### src/rtl/conv_requant_writer.sv
// conv_requant_writer: adds a bias to each convolution accumulator result,
// rounds, shifts and saturates it to 16-bit signed, buffers it in a small
// FIFO and writes one output feature map sequentially into result memory.
// Optional build macro QUANT_RELU_EN clamps negative results to zero.
//
// state | meaning
// IDLE  | waiting for start; stray acc_valid ignored
// RUN   | accepting samples until OUT_COUNT have been accepted
// DRAIN | inputs ignored; emptying pipeline and FIFO into memory
// DONE  | one-cycle done pulse, then back to IDLE
module conv_requant_writer #(
   parameter int IMG_WIDTH   = 48,
   parameter int KERNEL_SIZE = 3,
   parameter int OUT_COUNT   = (IMG_WIDTH - KERNEL_SIZE + 1) * (IMG_WIDTH - KERNEL_SIZE + 1),
   parameter int FIFO_DEPTH  = 4
) (
   input  logic        clk,
   input  logic        rst,
   input  logic        start,
   input  logic [13:0] base_result_addr,
   input  logic [15:0] bias,
   input  logic [4:0]  shift,
   input  logic        acc_valid,
   input  logic [31:0] acc_in,
   input  logic        mem_ready,
   output logic        mem_we,
   output logic [13:0] mem_addr,
   output logic [15:0] mem_data,
   output logic        busy,
   output logic        done,
   output logic        overflow
);
   localparam int CNT_W = $clog2(OUT_COUNT + 1);
   localparam int PTR_W = $clog2(FIFO_DEPTH);
   localparam int OCC_W = PTR_W + 1;

   typedef enum logic [1:0] {IDLE, RUN, DRAIN, DONE} state_t;

   state_t             state_q, state_d;
   logic [13:0]        base_q, base_d;
   logic [15:0]        bias_q, bias_d;
   logic [4:0]         shift_q, shift_d;
   logic [CNT_W-1:0]   acc_cnt_q, acc_cnt_d;
   logic [CNT_W-1:0]   wr_cnt_q, wr_cnt_d;
   logic               ovf_q, ovf_d;
   logic               s1_valid_q, s1_valid_d;
   logic [32:0]        s1_sum_q, s1_sum_d;
   logic [15:0]        fifo_mem_q [FIFO_DEPTH];
   logic [15:0]        fifo_mem_d [FIFO_DEPTH];
   logic [PTR_W-1:0]   rd_ptr_q, rd_ptr_d, wr_ptr_q, wr_ptr_d;
   logic [OCC_W-1:0]   fifo_cnt_q, fifo_cnt_d;
   logic               mem_we_q, mem_we_d;
   logic [13:0]        mem_addr_q, mem_addr_d;
   logic [15:0]        mem_data_q, mem_data_d;
   logic               busy_q, busy_d, done_q, done_d;

   logic signed [33:0] sum34, rnd34, shifted;
   logic [15:0]        q_val;
   logic               pop, push, take, accept, drop;
   logic [OCC_W-1:0]   occ;

   // S2 arithmetic: round half up, arithmetic shift, saturate (optional ReLU)
   always_comb begin
      sum34   = $signed({s1_sum_q[32], s1_sum_q});
      rnd34   = '0;
      if (shift_q != 5'd0) rnd34 = 34'sd1 <<< (shift_q - 5'd1);
      shifted = (sum34 + rnd34) >>> shift_q;
      if (shifted > 34'sd32767)        q_val = 16'h7FFF;
      else if (shifted < -34'sd32768)  q_val = 16'h8000;
      else                             q_val = shifted[15:0];
`ifdef QUANT_RELU_EN
      if (q_val[15]) q_val = '0;
`endif
   end

   // Acceptance: occupancy seen by a new sample is the FIFO after this
   // cycle's pop plus whatever sits in S1, so the FIFO can never overrun.
   always_comb begin
      pop    = (fifo_cnt_q != '0) && mem_ready;
      push   = s1_valid_q && ((fifo_cnt_q != OCC_W'(FIFO_DEPTH)) || pop);
      occ    = fifo_cnt_q + OCC_W'(s1_valid_q) - OCC_W'(pop);
      take   = (state_q == RUN) && acc_valid && (acc_cnt_q < CNT_W'(OUT_COUNT));
      accept = take && (occ < OCC_W'(FIFO_DEPTH));
      drop   = take && !accept;
   end

   // Next-state, pipeline, FIFO and write-port logic
   always_comb begin
      state_d    = state_q;
      base_d     = base_q;
      bias_d     = bias_q;
      shift_d    = shift_q;
      acc_cnt_d  = acc_cnt_q;
      wr_cnt_d   = wr_cnt_q;
      ovf_d      = ovf_q;
      fifo_mem_d = fifo_mem_q;
      rd_ptr_d   = rd_ptr_q;
      wr_ptr_d   = wr_ptr_q;
      fifo_cnt_d = fifo_cnt_q + OCC_W'(push) - OCC_W'(pop);
      mem_we_d   = 1'b0;
      mem_addr_d = mem_addr_q;
      mem_data_d = mem_data_q;
      s1_valid_d = accept;
      s1_sum_d   = s1_sum_q;

      if (accept)
         s1_sum_d = {acc_in[31], acc_in} + {{17{bias_q[15]}}, bias_q};

      if (push) begin
         fifo_mem_d[wr_ptr_q] = q_val;
         wr_ptr_d             = wr_ptr_q + PTR_W'(1);
      end
      if (pop) begin
         rd_ptr_d   = rd_ptr_q + PTR_W'(1);
         mem_we_d   = 1'b1;
         mem_addr_d = base_q + 14'(wr_cnt_q);
         mem_data_d = fifo_mem_q[rd_ptr_q];
         wr_cnt_d   = wr_cnt_q + CNT_W'(1);
      end

      case (state_q)
         IDLE: if (start) begin
            base_d    = base_result_addr;
            bias_d    = bias;
            shift_d   = shift;
            acc_cnt_d = '0;
            wr_cnt_d  = '0;
            ovf_d     = 1'b0;
            state_d   = RUN;
         end
         RUN: begin
            if (accept) acc_cnt_d = acc_cnt_q + CNT_W'(1);
            if (drop)   ovf_d     = 1'b1;
            if (acc_cnt_q == CNT_W'(OUT_COUNT)) state_d = DRAIN;
         end
         DRAIN: if ((wr_cnt_q == CNT_W'(OUT_COUNT)) && !s1_valid_q && (fifo_cnt_q == '0))
            state_d = DONE;
         default: state_d = IDLE;
      endcase

      busy_d = (state_d != IDLE);
      done_d = (state_d == DONE);
   end

   // State and datapath registers with synchronous reset
   always_ff @(posedge clk) begin
      if (rst) begin
         state_q    <= IDLE;
         base_q     <= '0;
         bias_q     <= '0;
         shift_q    <= '0;
         acc_cnt_q  <= '0;
         wr_cnt_q   <= '0;
         ovf_q      <= 1'b0;
         s1_valid_q <= 1'b0;
         s1_sum_q   <= '0;
         for (int i = 0; i < FIFO_DEPTH; i++) fifo_mem_q[i] <= '0;
         rd_ptr_q   <= '0;
         wr_ptr_q   <= '0;
         fifo_cnt_q <= '0;
         mem_we_q   <= 1'b0;
         mem_addr_q <= '0;
         mem_data_q <= '0;
         busy_q     <= 1'b0;
         done_q     <= 1'b0;
      end else begin
         state_q    <= state_d;
         base_q     <= base_d;
         bias_q     <= bias_d;
         shift_q    <= shift_d;
         acc_cnt_q  <= acc_cnt_d;
         wr_cnt_q   <= wr_cnt_d;
         ovf_q      <= ovf_d;
         s1_valid_q <= s1_valid_d;
         s1_sum_q   <= s1_sum_d;
         fifo_mem_q <= fifo_mem_d;
         rd_ptr_q   <= rd_ptr_d;
         wr_ptr_q   <= wr_ptr_d;
         fifo_cnt_q <= fifo_cnt_d;
         mem_we_q   <= mem_we_d;
         mem_addr_q <= mem_addr_d;
         mem_data_q <= mem_data_d;
         busy_q     <= busy_d;
         done_q     <= done_d;
      end
   end

   assign mem_we   = mem_we_q;
   assign mem_addr = mem_addr_q;
   assign mem_data = mem_data_q;
   assign busy     = busy_q;
   assign done     = done_q;
   assign overflow = ovf_q;
endmodule

### config.mk
export PLATFORM = sky130hd
export DESIGN_NAME = conv_requant_writer
export DESIGN_NICKNAME = d
export VERILOG_FILES = /design/src/rtl/conv_requant_writer.sv
export SDC_FILE = /design/constraint.sdc
export NUM_CORES = 1
export LEC_CHECK = 0
export CAP_MARGIN = 20
export CORE_MARGIN = 8
export CORE_UTILIZATION = 38
export DETAILED_ROUTE_END_ITERATION = 12
export DONT_BUFFER_PORTS = 1
export PLACE_DENSITY = 0.57
export SLEW_MARGIN = 20
export SYNTH_ARGS = -nofsm -noshare
export SYNTH_HDL_FRONTEND = slang
export SYNTH_SLANG_ARGS = --single-unit
### constraint.sdc
create_clock -name clk -period 15.7 [get_ports clk]
set_input_delay 3.14 -clock clk [delete_from_list [all_inputs] [get_ports clk]]
set_output_delay 3.14 -clock clk [all_outputs]
set_load 0.01 [all_outputs]
==> results of run 1 <==
final timing paths:
path                                from                     endpoint
max                            acc_in[0]    s1_sum_q[30]$_SDFFE_PP0P_
min reg2reg  fifo_mem_q[63]$_SDFFE_PP0P_  fifo_mem_q[63]$_SDFFE_PP0P_
min          fifo_mem_q[63]$_SDFFE_PP0P_  fifo_mem_q[63]$_SDFFE_PP0P_
max reg2reg      shift_q[1]$_SDFFE_PP0P_  fifo_mem_q[42]$_SDFFE_PP0P_
metrics by stage:
stage	utilization	hold WS, ns	setup slack, ns	cell area [um2]
3_3_place_gp	0.394	0.436	8.46	14000
3_5_place_dp	0.394	0.439	8.34	14000
4_1_cts	0.411	0.450	8.80	14600
5_1_grt	0.411	0.476	8.49	14600
2_1_floorplan	-	0.433	9.10	13700
6_report	0.411	0.451	8.75	14600
synthesized netlist by cell type, types with 27 or more instances:
library cell / number / area, um2
sky130_fd_sc_hd__a211oi_1: 32 / 240
sky130_fd_sc_hd__a21o_1: 29 / 218
sky130_fd_sc_hd__a21oi_1: 191 / 956
sky130_fd_sc_hd__a221o_2: 43 / 484
sky130_fd_sc_hd__clkbuf_1: 72 / 270
sky130_fd_sc_hd__dfxtp_1: 200 / 4000
sky130_fd_sc_hd__ha_1: 88 / 1100
sky130_fd_sc_hd__inv_1: 46 / 173
sky130_fd_sc_hd__mux2i_1: 42 / 420
sky130_fd_sc_hd__nand2_1: 282 / 1060
sky130_fd_sc_hd__nor2_1: 148 / 556
sky130_fd_sc_hd__nor3_1: 27 / 135
sky130_fd_sc_hd__o21ai_0: 67 / 335
sky130_fd_sc_hd__xnor2_1: 53 / 464
sky130_fd_sc_hd__xor2_1: 33 / 289
power breakdown:
part	switching (mW)	internal [mW]	leakage, nW	total, mW
Sequential	0.0315	0.543	1.62	0.575
Clock	0.234	0.220	0.294	0.455
Combinational	0.260	0.159	3.87	0.419
Total	0.526	0.922	5.78	1.45
metal layers:
metal | global-route usage | routed length [um]
met1 | 0.229 | 17300
met2 | 0.315 | 18500
met3 | 0.0348 | 2140
met4 | 0.0419 | 527
met5 | 0 | 0
worst max-delay path: stages:
cell	delay, ns
sky130_fd_sc_hd__ha_1	0.15
sky130_fd_sc_hd__inv_1	0.06
sky130_fd_sc_hd__fa_1	0.41
sky130_fd_sc_hd__nor2b_1	0.13
sky130_fd_sc_hd__o21ai_0	0.12
sky130_fd_sc_hd__a21boi_0	0.31
sky130_fd_sc_hd__o41ai_1	0.16
sky130_fd_sc_hd__o31ai_1	0.62
sky130_fd_sc_hd__a211oi_1	0.19
sky130_fd_sc_hd__o41ai_1	0.68
sky130_fd_sc_hd__a221o_1	0.26
sky130_fd_sc_hd__a21oi_1	0.13
sky130_fd_sc_hd__o21bai_1	0.21
sky130_fd_sc_hd__a2111oi_0	0.11
sky130_fd_sc_hd__or3_1	0.36
sky130_fd_sc_hd__a311oi_1	0.27
cell families after synthesis:
kind of cell             Yosys count  share of synthesized area
adder cells (fa/ha/maj)           92                     0.0865
buffers and inverters            147                     0.0452
AO/OA/AOI/OAI                    507                      0.252
AND/OR/NAND/NOR                  593                      0.193
flip-flops                       200                      0.293
multiplexers                      73                     0.0745
XOR/XNOR                          86                     0.0551
other                              1                   0.000275
layout make-up:
cell class,count,share of cell area
Multi-Input combinational cell,1352,0.622
Sequential cell,200,0.274
Tap cell,461,0.0395
Clock buffer,18,0.0301
Inverter,48,0.0123
Clock inverter,14,0.0110
Timing Repair Buffer,21,0.0108
Antenna cell,1,0.000171
sequential cells by signal, indices dropped and copies added (netlist names), 3 cells and up:
signal / count
base_q: 14
shift_q: 5
fifo_cnt_q: 3
fifo_mem_q: 64
wr_cnt_q: 12
acc_cnt_q: 12
mem_addr: 14
bias_q: 16
s1_sum_q: 33
mem_data: 16
==> results by stage, run 1 <==
Synthesis:
- The post-synthesis net count is 1,863.
- For this run, the leading register cell type out of synthesis is sky130_fd_sc_hd__dfxtp_1.
- The synthesized area divided by synthesized cell count is 8.04 um2.
- The distinct cell type count of the synthesized netlist is 83.
- The share of the Yosys chip area taken by registers is 0.293.
- The number of enable-type register cells in the synthesized netlist is 0.
- The register bit total from synthesis is 200.
- In the synthesized netlist the async set-or-reset flop fraction comes to 0.
- For this run, the number of Yosys warnings is 0.
- The area of the mapped netlist is 0.0137 mm2.
- The synthesized netlist cell count is 1,699.

Die:
- The die extent in y is 206 um.
- The initial cell density of the core is 0.385.
- Pin placement for this block handled 106 I/O pins.
- The die extent in x is 206 um.
- The floorplan step defined a core boundary enclosing 0.0355 mm2.
- The number of rows in the core area is 69.
- The die area is 0.0423 mm2.

Cells and area:
- At the end of the flow, the number of nets in the layout was 1,804.
- The layout-stage area growth over the synthesis result is 6.83%.
- Of the cells placed in the final design, the portion with a size suffix greater than 1 is 0.0944.
- In the layout the commonest cells are 282 x sky130_fd_sc_hd__nand2_1, 200 x sky130_fd_sc_hd__dfxtp_1, 191 x sky130_fd_sc_hd__a21oi_1.
- The area occupied by multi-input gates is 0.00907 mm2.
- The sequential cells in the finished layout cover a total of 0.00400 mm2.
- The count of non-filler cells in the finished layout is 2,115.
- Leaving out fill and tap cells, the most frequent cell in the layout is sky130_fd_sc_hd__nand2_1.
- The filler cells instantiated in the layout total 3,626.

Global route:
- The initial antenna violation count is 0.
- The leftover overflow at the end of global routing is 0.
- The via count of the first global-routing pass came to 11,900.
- The pin count of the biggest net entering global routing is 123.
- The first-pass GRT wire length is 62,500 um.
- For this run, the total global-route usage over all layers was measured as 0.181.

Worst hold path:
- The kind of path behind the tightest hold check is flop to flop.
- The worst hold path passes through 2 cells.

Route:
- The detailed router's first-iteration violation count is 716.
- Dividing the detail-routed wire length by the instance count gives 18.2 um.
- The via count is 12,200.
- Once detail routing completed, the nets flagged for antenna violations numbered 0.
- Summed over all layers, the routed wires come to 38,500 um.
- The post-detailed-route via-to-cell ratio is 5.77.
- The number of remaining DRC errors is 0.
- The number of detailed-route iterations in the first pass is 6.

Timing:
- Setup repair after global routing left no endpoint under its margin.
- The final critical delay including setup and external delays is 6.95 ns.
- The max-slew violation total from the final report is 0.
- The number of endpoints with negative hold slack in the final report is 0.
- Between clock sinks in the finished design, the worst skew comes to 0.0305 ns.
- Derived from the worst setup path, the maximum achievable clock frequency is 144 MHz.
- Setup total negative slack on the finished layout was measured at 0 ns.
- The worst pin sits at a relative slew slack of 0.268.
- The final count of negative-setup-slack endpoints is 0.
- The worst-margin pin slew is 1.09 ns.
- In the finished design, the share of the clock period the worst path needs comes to 0.442.

Clock tree:
- The quantity of gates resized following cts is 0.
- The number of setup buffers added after CTS is 0.
- The clock drives 200 sinks.
- The H-tree was split into 4 levels.
- Buffers inserted during clock tree synthesis total 17.
- The hold buffer count at CTS is 0.
- The maximum buffer depth of the clock tree is 2.
- The later pin in the worst-skew pair is clocked with a latency of 0.46 ns.
- The TritonCTS clock tree is done.
- Clock-pin slew was measured on the worst setup and hold paths at 0.10 ns.
- Clock tree synthesis selected as its root buffer the cell sky130_fd_sc_hd__clkbuf_16.

Status:
- The flow ran to the end, and the final reports show no timing, DRC or antenna violations.

Critical path:
- STA classifies the critical path startpoint as an input port.
- The length in cells of the worst reg-to-reg path is 21.
- The worst register-to-register path has a setup slack of 8.88 ns.
- Along the worst path, the maximum fanout reaches 5.
- STA classifies the critical path endpoint as a flop.
- At the worst endpoint, the required time is 16.06 ns.
- Data arrives at the worst endpoint at 7.30 ns.
- By startpoint and endpoint, the worst setup path is classified as input port to flop.

Placed design:
- Counting tap cells, the placed design contains a total of 2,081 instances.
- The congestion estimate from routability-driven global placement came to 0.925.
- Port buffering added 0 buffers.
- After legalization and detailed placement, the total HPWL measured 27,900 um.

Power:
- The leakage power is 5.78 nW.
- Total power for the finished layout comes to 1.45 mW.
- The total power divided by cell area is 99.3 mW/mm2.
- The maximum vdd drop is 109 uV.

Flow run:
- Max-cap violations in this run came to 0.
Note: power is estimated with default switching activity, not from simulation.
==> inputs of run 2 (changes only) <==
--- a/config.mk
+++ b/config.mk
@@ -5,6 +5,7 @@
 export SDC_FILE = /design/constraint.sdc
 export NUM_CORES = 1
 export LEC_CHECK = 0
+export ABC_AREA = 1
 export CAP_MARGIN = 20
 export CORE_MARGIN = 8
 export CORE_UTILIZATION = 38
==> constraint.sdc (replaced) <==
create_clock -name clk -period 6.5 [get_ports clk]
set_input_delay 1.3 -clock clk [delete_from_list [all_inputs] [get_ports clk]]
set_output_delay 1.3 -clock clk [all_outputs]
set_load 0.01 [all_outputs]
==> results by stage, run 2 <==
Die:
- The initial cell density of the core is 0.385.
- 106 I/O pins were placed.
- The die is 219 um tall.
- The number of rows in the core area is 74.
- In this run the standard cell core region covers 0.0408 mm2.
- The die is 219 um wide.
- The die area is 0.0481 mm2.

Route:
- The post-detailed-route count of antenna-violating nets is 0.
- The routed design uses 21,200 um of met2 wire.
- The number of remaining DRC errors is 0.
- In the final routing, the length of wire on met1 measures 22,200 um.
- The routed length on met3 is 2300 um.
- The total detailed-routing wirelength is 47,200 um.
- Using the TritonRoute via totals, the vias-per-cell ratio works out to 5.15.
- The first routing iteration left 1,084 violations.
- The per-cell routed wire length is 15.6 um.
- Routed signal wires occupy layers up through met4.
- Summing over every cut layer, the via total after detailed routing is 15,600.
- The number of detailed-route iterations in the first pass is 6.

Timing:
- Timing would allow up to 199 MHz.
- The tightest hold path in the finished design has a slack of 0.484 ns.
- The worst slew slack as a fraction of its limit is 0.308.
- Setup violations remaining at the end of the flow were counted as 0.
- Adding up every negative setup slack in the final design gives 0 ns.
- At the pin with the least slew margin, the transition time is 1.03 ns.
- The final critical delay including setup and external delays is 5.02 ns.
- The period utilization is 0.772.
- Across the routed clock network, the largest skew measured is 0.0258 ns.
- The max-slew violation total from the final report is 0.
- The number of endpoints with negative hold slack in the final report is 0.
- Setup repair after global routing left no endpoint under its margin.
- Setup slack on the critical path of the routed design comes to 1.48 ns.

Cells and area:
- The final antenna diode count is 0.
- In the layout the commonest cells are 601 x sky130_fd_sc_hd__nand2_1, 351 x sky130_fd_sc_hd__inv_1, 269 x sky130_fd_sc_hd__nand3_1.
- The most frequent standard cell in the layout excluding fill and tap cells is sky130_fd_sc_hd__nand2_1.
- Of the cells placed in the final design, the portion with a size suffix greater than 1 is 0.0546.
- The layout-stage area growth over the synthesis result is 5.11%.
- With fillers left out, the area of the finished cells amounts to 0.0165 mm2.
- The number of nets in the layout is 2,642.
- The finished layout holds 3,023 standard cells, fillers aside.
- The register with the most flip-flops in the layout has 64 of them.
- Measured on the finished design, the core utilization comes to 0.404.
- Counting flops per register, the top entry is fifo_mem_q.
- The largest registers in the layout are fifo_mem_q (64), s1_sum_q (33).

Power:
- In this run the static leakage power is 8.22 nW.
- Power comes to 4.06 mW.
- VDD sags by at most 213 uV.
- The total power divided by cell area is 246 mW/mm2.

Clock tree:
- In this run, post-CTS hold repair placed 0 buffers.
- TritonCTS built the clock tree.
- The number of sinks on the clock net is 200.
- The clock slew seen by the registers of the worst setup and hold paths is 0.07 ns.
- After clock tree synthesis, the repair step resized 0 gates.
- The count of H-tree levels built during CTS is 4.
- The number of clock buffers inserted by TritonCTS is 17.
- Counting along the longest clock path gives a buffer depth of 2.
- In this run the post-CTS setup repair buffer count came out at 0.
- In this run the clock root is driven by a sky130_fd_sc_hd__clkbuf_16.
- The source-to-sink clock delay at the later pin of the worst-skew pair is 0.49 ns.

Placed design:
- Prior to clock tree synthesis, the placed netlist has a worst setup slack of 1.57 ns.
- Buffers placed on the I/O ports in this run total 0.
- The post-place instance area is 0.0160 mm2.
- The number of instances in the placed design is 2,991.
- The final estimated routing congestion in global placement is 0.964.
- The HPWL after detailed placement is 36,100 um.

Global route:
- Global routing finished with a remaining overflow of 0.
- The via count of the first global-routing pass is 14,500.
- The initial antenna violation count is 0.
- The first-pass GRT wire length is 76,200 um.
- The pin count of the biggest net entering global routing is 108.
- For this run, the total global-route usage over all layers was measured as 0.196.

Synthesis:
- The netlist uses 53 different library cells.
- The count of warnings emitted by yosys is 0.
- The prevailing post-synth register cell is sky130_fd_sc_hd__dfxtp_1.
- Synthesis produced a netlist whose cell count is 2,555.
- The post-synthesis net count is 2,719.
- The area of the mapped netlist is 0.0157 mm2.
- The fraction of registers with async set/reset is 0.
- Of the synthesized area, sequential elements account for 0.255.
- In the synthesized netlist, the cells that appear most often are 601 x sky130_fd_sc_hd__nand2_1, 353 x sky130_fd_sc_hd__inv_1, 269 x sky130_fd_sc_hd__nand3_1.
- Counting flops with a built-in enable in the synthesized netlist gives 0.
- The register bit total from synthesis is 200.
- The proportion of netlist area held by the largest area contributor is 0.255.
- The cell with the most instances after synthesis is sky130_fd_sc_hd__nand2_1.
- In this run the mean area of a mapped cell was 6.14 um2.
- Of all cell types, the one taking the most synthesized area is sky130_fd_sc_hd__dfxtp_1.
- After synthesis, the cell types taking the most area are sky130_fd_sc_hd__dfxtp_1 26%, sky130_fd_sc_hd__nand2_1 14%, sky130_fd_sc_hd__nand3_1 8.6%.

Critical path:
- For this run, the slowest stage of the critical path takes 0.50 ns.
- The classification of the worst setup path is flop to flop.
- The element type at the critical path start is a flop.
- The endpoint class of the critical path is a flop.
- The library cell appearing most often on the critical path is sky130_fd_sc_hd__nand3_1.
- Data on the critical path is required at its endpoint by 6.88 ns.
- Data on the critical path arrives at its endpoint at 5.40 ns.
- In this run the worst path has a maximum fanout of 60.
- The worst-path cell with the longest stage delay is sky130_fd_sc_hd__nand2_4.

Status:
- The run finished with clean final reports.

Worst hold path:
- The min-delay analysis places its worst path in the category flop to flop.

Flow run:
- The number of max-cap violations is 0.
run 2: changes by cell type after synthesis, sizes merged, moves of 30 or more:
cell / change
o21ai: +105
a211oi: -30
a221o: -63
inv: +333
nand3: +265
nand2: +343
mux2i: -40
nor2: +116
xnor2: -39
run 2: path summary, 6_finish.rpt:
kind	start	to	slack [ns]	cells after the start
min reg2reg	base_q[13]$_SDFFE_PP0P_	base_q[13]$_SDFFE_PP0P_	0.48	2
max	shift_q[3]$_SDFFE_PP0P_	fifo_mem_q[41]$_SDFFE_PP0P_	1.48	31
max reg2reg	shift_q[3]$_SDFFE_PP0P_	fifo_mem_q[41]$_SDFFE_PP0P_	1.48	31
min	base_q[13]$_SDFFE_PP0P_	base_q[13]$_SDFFE_PP0P_	0.48	2
run 2: layer usage:
metal,up-vias,GRT usage
li1,8099,-
met1,6998,0.259
met2,393,0.311
met3,75,0.0387
met4,0,0.0801
met5,-,0
run 2: kinds of logic after synthesis:
group	count (synthesis)	synth area share
AO/OA/AOI/OAI	463	0.164
AND/OR/NAND/NOR	1246	0.347
flip-flops	200	0.255
XOR/XNOR	55	0.0307
adder cells (fa/ha/maj)	92	0.0752
multiplexers	2	0.00128
other	1	0.000239
buffers and inverters	496	0.126
run 2: cell type report:
class / instances / area (um2)
multi-input cells: 1859 / 9720
repair buffers: 14 / 118
inverters: 386 / 1450
well taps: 532 / 666
clock inverters: 13 / 109
fillers: 4451 / 24300
clock buffers: 19 / 433
flip-flops and latches: 200 / 4010
run 2: power by group:
group / leakage (nW) / internal [mW] / total [mW] / switching (mW)
Sequential: 1.63 / 1.39 / 1.56 / 0.172
Clock: 0.269 / 0.501 / 1.03 / 0.526
Combinational: 6.32 / 0.484 / 1.47 / 0.984
run 2: critical path: cells and delay by family (launching register included):
kind / cells / cell delay [ns]
buffers and inverters: 5 / 0.69
adders and majority gates: 2 / 0.70
and+or+nand+nor: 24 / 3.17
DFF: 1 / 0.31
==> inputs of run 3 (changes only) <==
--- a/config.mk
+++ b/config.mk
@@ -11,7 +11,7 @@
 export CORE_UTILIZATION = 38
 export DETAILED_ROUTE_END_ITERATION = 12
 export DONT_BUFFER_PORTS = 1
-export PLACE_DENSITY = 0.57
+export PLACE_DENSITY = 0.59
 export SLEW_MARGIN = 20
 export SYNTH_ARGS = -nofsm -noshare
 export SYNTH_HDL_FRONTEND = slang
==> constraint.sdc (replaced) <==
create_clock -name clk -period 4.3 [get_ports clk]
set_input_delay 0.86 -clock clk [delete_from_list [all_inputs] [get_ports clk]]
set_output_delay 0.86 -clock clk [all_outputs]
set_load 0.01 [all_outputs]
==> results by stage, run 3 (synthesis gave the netlist of run 2 again) <==
Timing:
- The number of endpoints with negative hold slack in the final report is 0.
- The max-slew violation total from the final report was 0.
- The final count of negative-setup-slack endpoints is 0.
- The worst slew slack as a fraction of its limit is 0.335.
- The period utilization is 0.942.
- The timing-limited maximum frequency is 247 MHz.
- For the pin with the worst max-slew slack, the measured transition is 0.996 ns.
- The final setup skew is 0.0121 ns.
- For the finished layout, the period the worst path requires is 4.05 ns.

Die:
- The die extent in y is 219 um.
- The die extent in x is 219 um.
- The I/O pin count is 106.
- The die area is 0.0481 mm2.
- The initial utilization of the core area, before any placement, comes to 0.385.
- The number of rows in the core area is 74.
- The total area inside the core boundary comes to 0.0408 mm2.

Global route:
- The pin count of the biggest net entering global routing is 66.
- The first-pass GRT wire length is 74,700 um.
- Across every metal layer, demand over resource in global routing totals 0.190.
- The initial antenna violation count is 3.
- The via count of the first global-routing pass is 14,700.
- Summed over all layers, the global routing overflow is 0.

Route:
- Across all layers, the routed design uses 15,900 vias.
- The post-detailed-route count of antenna-violating nets is 0.
- The detailed router's first-iteration violation count is 1,014.
- The first detailed-routing pass ran for 5 iterations.
- The number of remaining DRC errors is 0.
- After detailed routing, the number of vias per cell comes to 5.16.
- Wires add up to 47,400 um.
- The per-cell routed wire length is 15.4 um.

Critical path:
- The length in cells of the worst reg-to-reg path is 30.
- The library cell appearing most often on the critical path is sky130_fd_sc_hd__nand2_1.
- The endpoint identified for the worst register-to-register timing path is fifo_mem_q[21]$_SDFFE_PP0P_.
- In this run the critical register-to-register path is launched from shift_q[0]$_SDFFE_PP0P_.
- The endpoint class of the critical path is a flop.
- The setup check on the worst reg-to-reg path leaves a slack of 0.25 ns.
- The element type at the critical path start is a flop.
- The slowest stage of the critical path is the sky130_fd_sc_hd__dfxtp_2 cell.
- For the worst setup path, the data arrival time is 4.41 ns.
- At the worst endpoint, the required time is 4.66 ns.
- Of all nets on the critical path, the largest fanout is 8.
- The timing endpoint of the critical path is fifo_mem_q[21]$_SDFFE_PP0P_.
- The most critical setup path has its startpoint at shift_q[0]$_SDFFE_PP0P_.
- The highest cell delay on the worst timing path is 0.34 ns.
- The classification of the worst setup path is flop to flop.

Power:
- The maximum vdd drop is 289 uV.
- In this run the static leakage power is 8.77 nW.
- Dividing total power by cell area gives a power density of 362 mW/mm2.

Cells and area:
- The fraction of final layout cells sized beyond drive strength 1 is 0.153.
- The top cell types in the final layout, fill and taps aside, are 545 x sky130_fd_sc_hd__nand2_1, 348 x sky130_fd_sc_hd__inv_1, 222 x sky130_fd_sc_hd__nor2_1.
- In the final layout, the registers with the most flip-flops are fifo_mem_q (64), s1_sum_q (33).
- The count of non-filler cells in the finished layout is 3,082.
- Relative to the synthesized area, the layout overhead comes to 16.1%.
- The final core area utilization is 0.446.
- The library cell used most frequently in the layout, excluding fill and tap cells, is sky130_fd_sc_hd__nand2_1.
- The register with the most flip-flops in the layout has 64 of them.
- The number of nets in the layout is 2,699.
- Counting flops per register, the top entry is fifo_mem_q.

Clock tree:
- Clock tree synthesis selected as its root buffer the cell sky130_fd_sc_hd__clkbuf_16.
- TritonCTS built the clock tree.
- The number of sinks on the clock net is 200.
- After clock tree synthesis, the clock-pin slew on the worst setup and hold paths is 0.08 ns.
- The number of clock buffers inserted by TritonCTS is 17.
- The count of H-tree levels built during CTS is 4.
- Clock latency on the worst-skew pair, taken at its later pin, is 0.46 ns.
- After clock tree synthesis, the flow added hold-fix buffers numbering 0.
- No sink is reached through more buffers than the 2 on the longest clock path.

Placed design:
- The number of instances in the placed design is 3,036.
- During placement, the flow inserted port buffers numbering 0.
- The detailed placement HPWL is 35,700 um.
- The final estimated routing congestion in global placement is 0.979.

Worst hold path:
- The kind of path behind the tightest hold check is input port to flop.

Flow run:
- The number of max-cap violations is 0.

Status:
- The run finished with clean final reports.
-- run 3: cell types whose count changed in the layout (fill, tap and decap cells not counted), moves of 13 or more --
cell / change
sky130_fd_sc_hd__nand3_4: +24
sky130_fd_sc_hd__buf_4: +46
sky130_fd_sc_hd__nand2_2: +49
sky130_fd_sc_hd__ha_4: +13
sky130_fd_sc_hd__ha_1: -22
sky130_fd_sc_hd__nand3_1: -60
sky130_fd_sc_hd__nor2_1: -34
sky130_fd_sc_hd__nor2_2: +24
sky130_fd_sc_hd__nand3_2: +36
sky130_fd_sc_hd__nand2_1: -56
-- run 3: layer usage --
layer,share of wire,track usage
met3,0.045,0.0329
met4,0.028,0.0692
met2,0.47,0.316
met5,0.00025,0
met1,0.46,0.245
-- run 3: cell type report --
class / count / area [um2]
fillers: 4313 / 22600
multi-input cells: 1859 / 10800
flip-flops and latches: 200 / 4010
inverters: 386 / 1450
repair buffers: 71 / 699
well taps: 532 / 666
clock buffers: 18 / 439
clock inverters: 14 / 156
diodes: 2 / 5.00
-- run 3: critical path: cells and delay by family, from the launching register on --
family	cells	cell delay, ns
buf+inv	6	0.60
fa+ha+maj	1	0.32
simple gates	23	2.71
flops	1	0.34
-- run 3: repair_timing --
action	4_1_cts	5_1_grt
resized for setup	6	246
gates cloned	0	6
endpoints found under the setup margin	47	60
pin swaps	0	39
setup buffers	0	6
-- run 3: per-stage QoR --
step / setup WS (ns) / TNS (ns) / hold WS [ns] / area [um2] / total power [mW]
floorplan: 0.0335 / 0 / 0.445 / 15700 / 4.05
global placement: -0.0331 / -0.126 / 0.459 / 16400 / 4.67
detailed placement: -0.0714 / -0.263 / 0.467 / 16400 / 4.70
CTS: 0.00701 / 0 / 0.444 / 17000 / 6.37
global route: -0.0192 / -0.234 / 0.444 / 18200 / 7.06
finish: 0.251 / 0 / 0.476 / 18200 / 6.59
-- run 3: how the worst min path moves through the flow --
stage / from / to / cells after the start
finish: rst / fifo_cnt_q[1]$_SDFF_PP0_ / 1
global route: rst / fifo_cnt_q[1]$_SDFF_PP0_ / 1
CTS: rst / mem_we$_SDFF_PP0_ / 1
detailed placement: base_q[13]$_SDFFE_PP0P_ / base_q[13]$_SDFFE_PP0P_ / 2
global placement: base_q[13]$_SDFFE_PP0P_ / base_q[13]$_SDFFE_PP0P_ / 2
floorplan: base_q[13]$_SDFFE_PP0P_ / base_q[13]$_SDFFE_PP0P_ / 2
-- run 3: where the power goes --
group          leakage, nW  switching (mW)  internal [mW]
sequential            1.63           0.252           2.10
clock                0.281           0.802          0.841
combinational         6.86            1.65          0.955
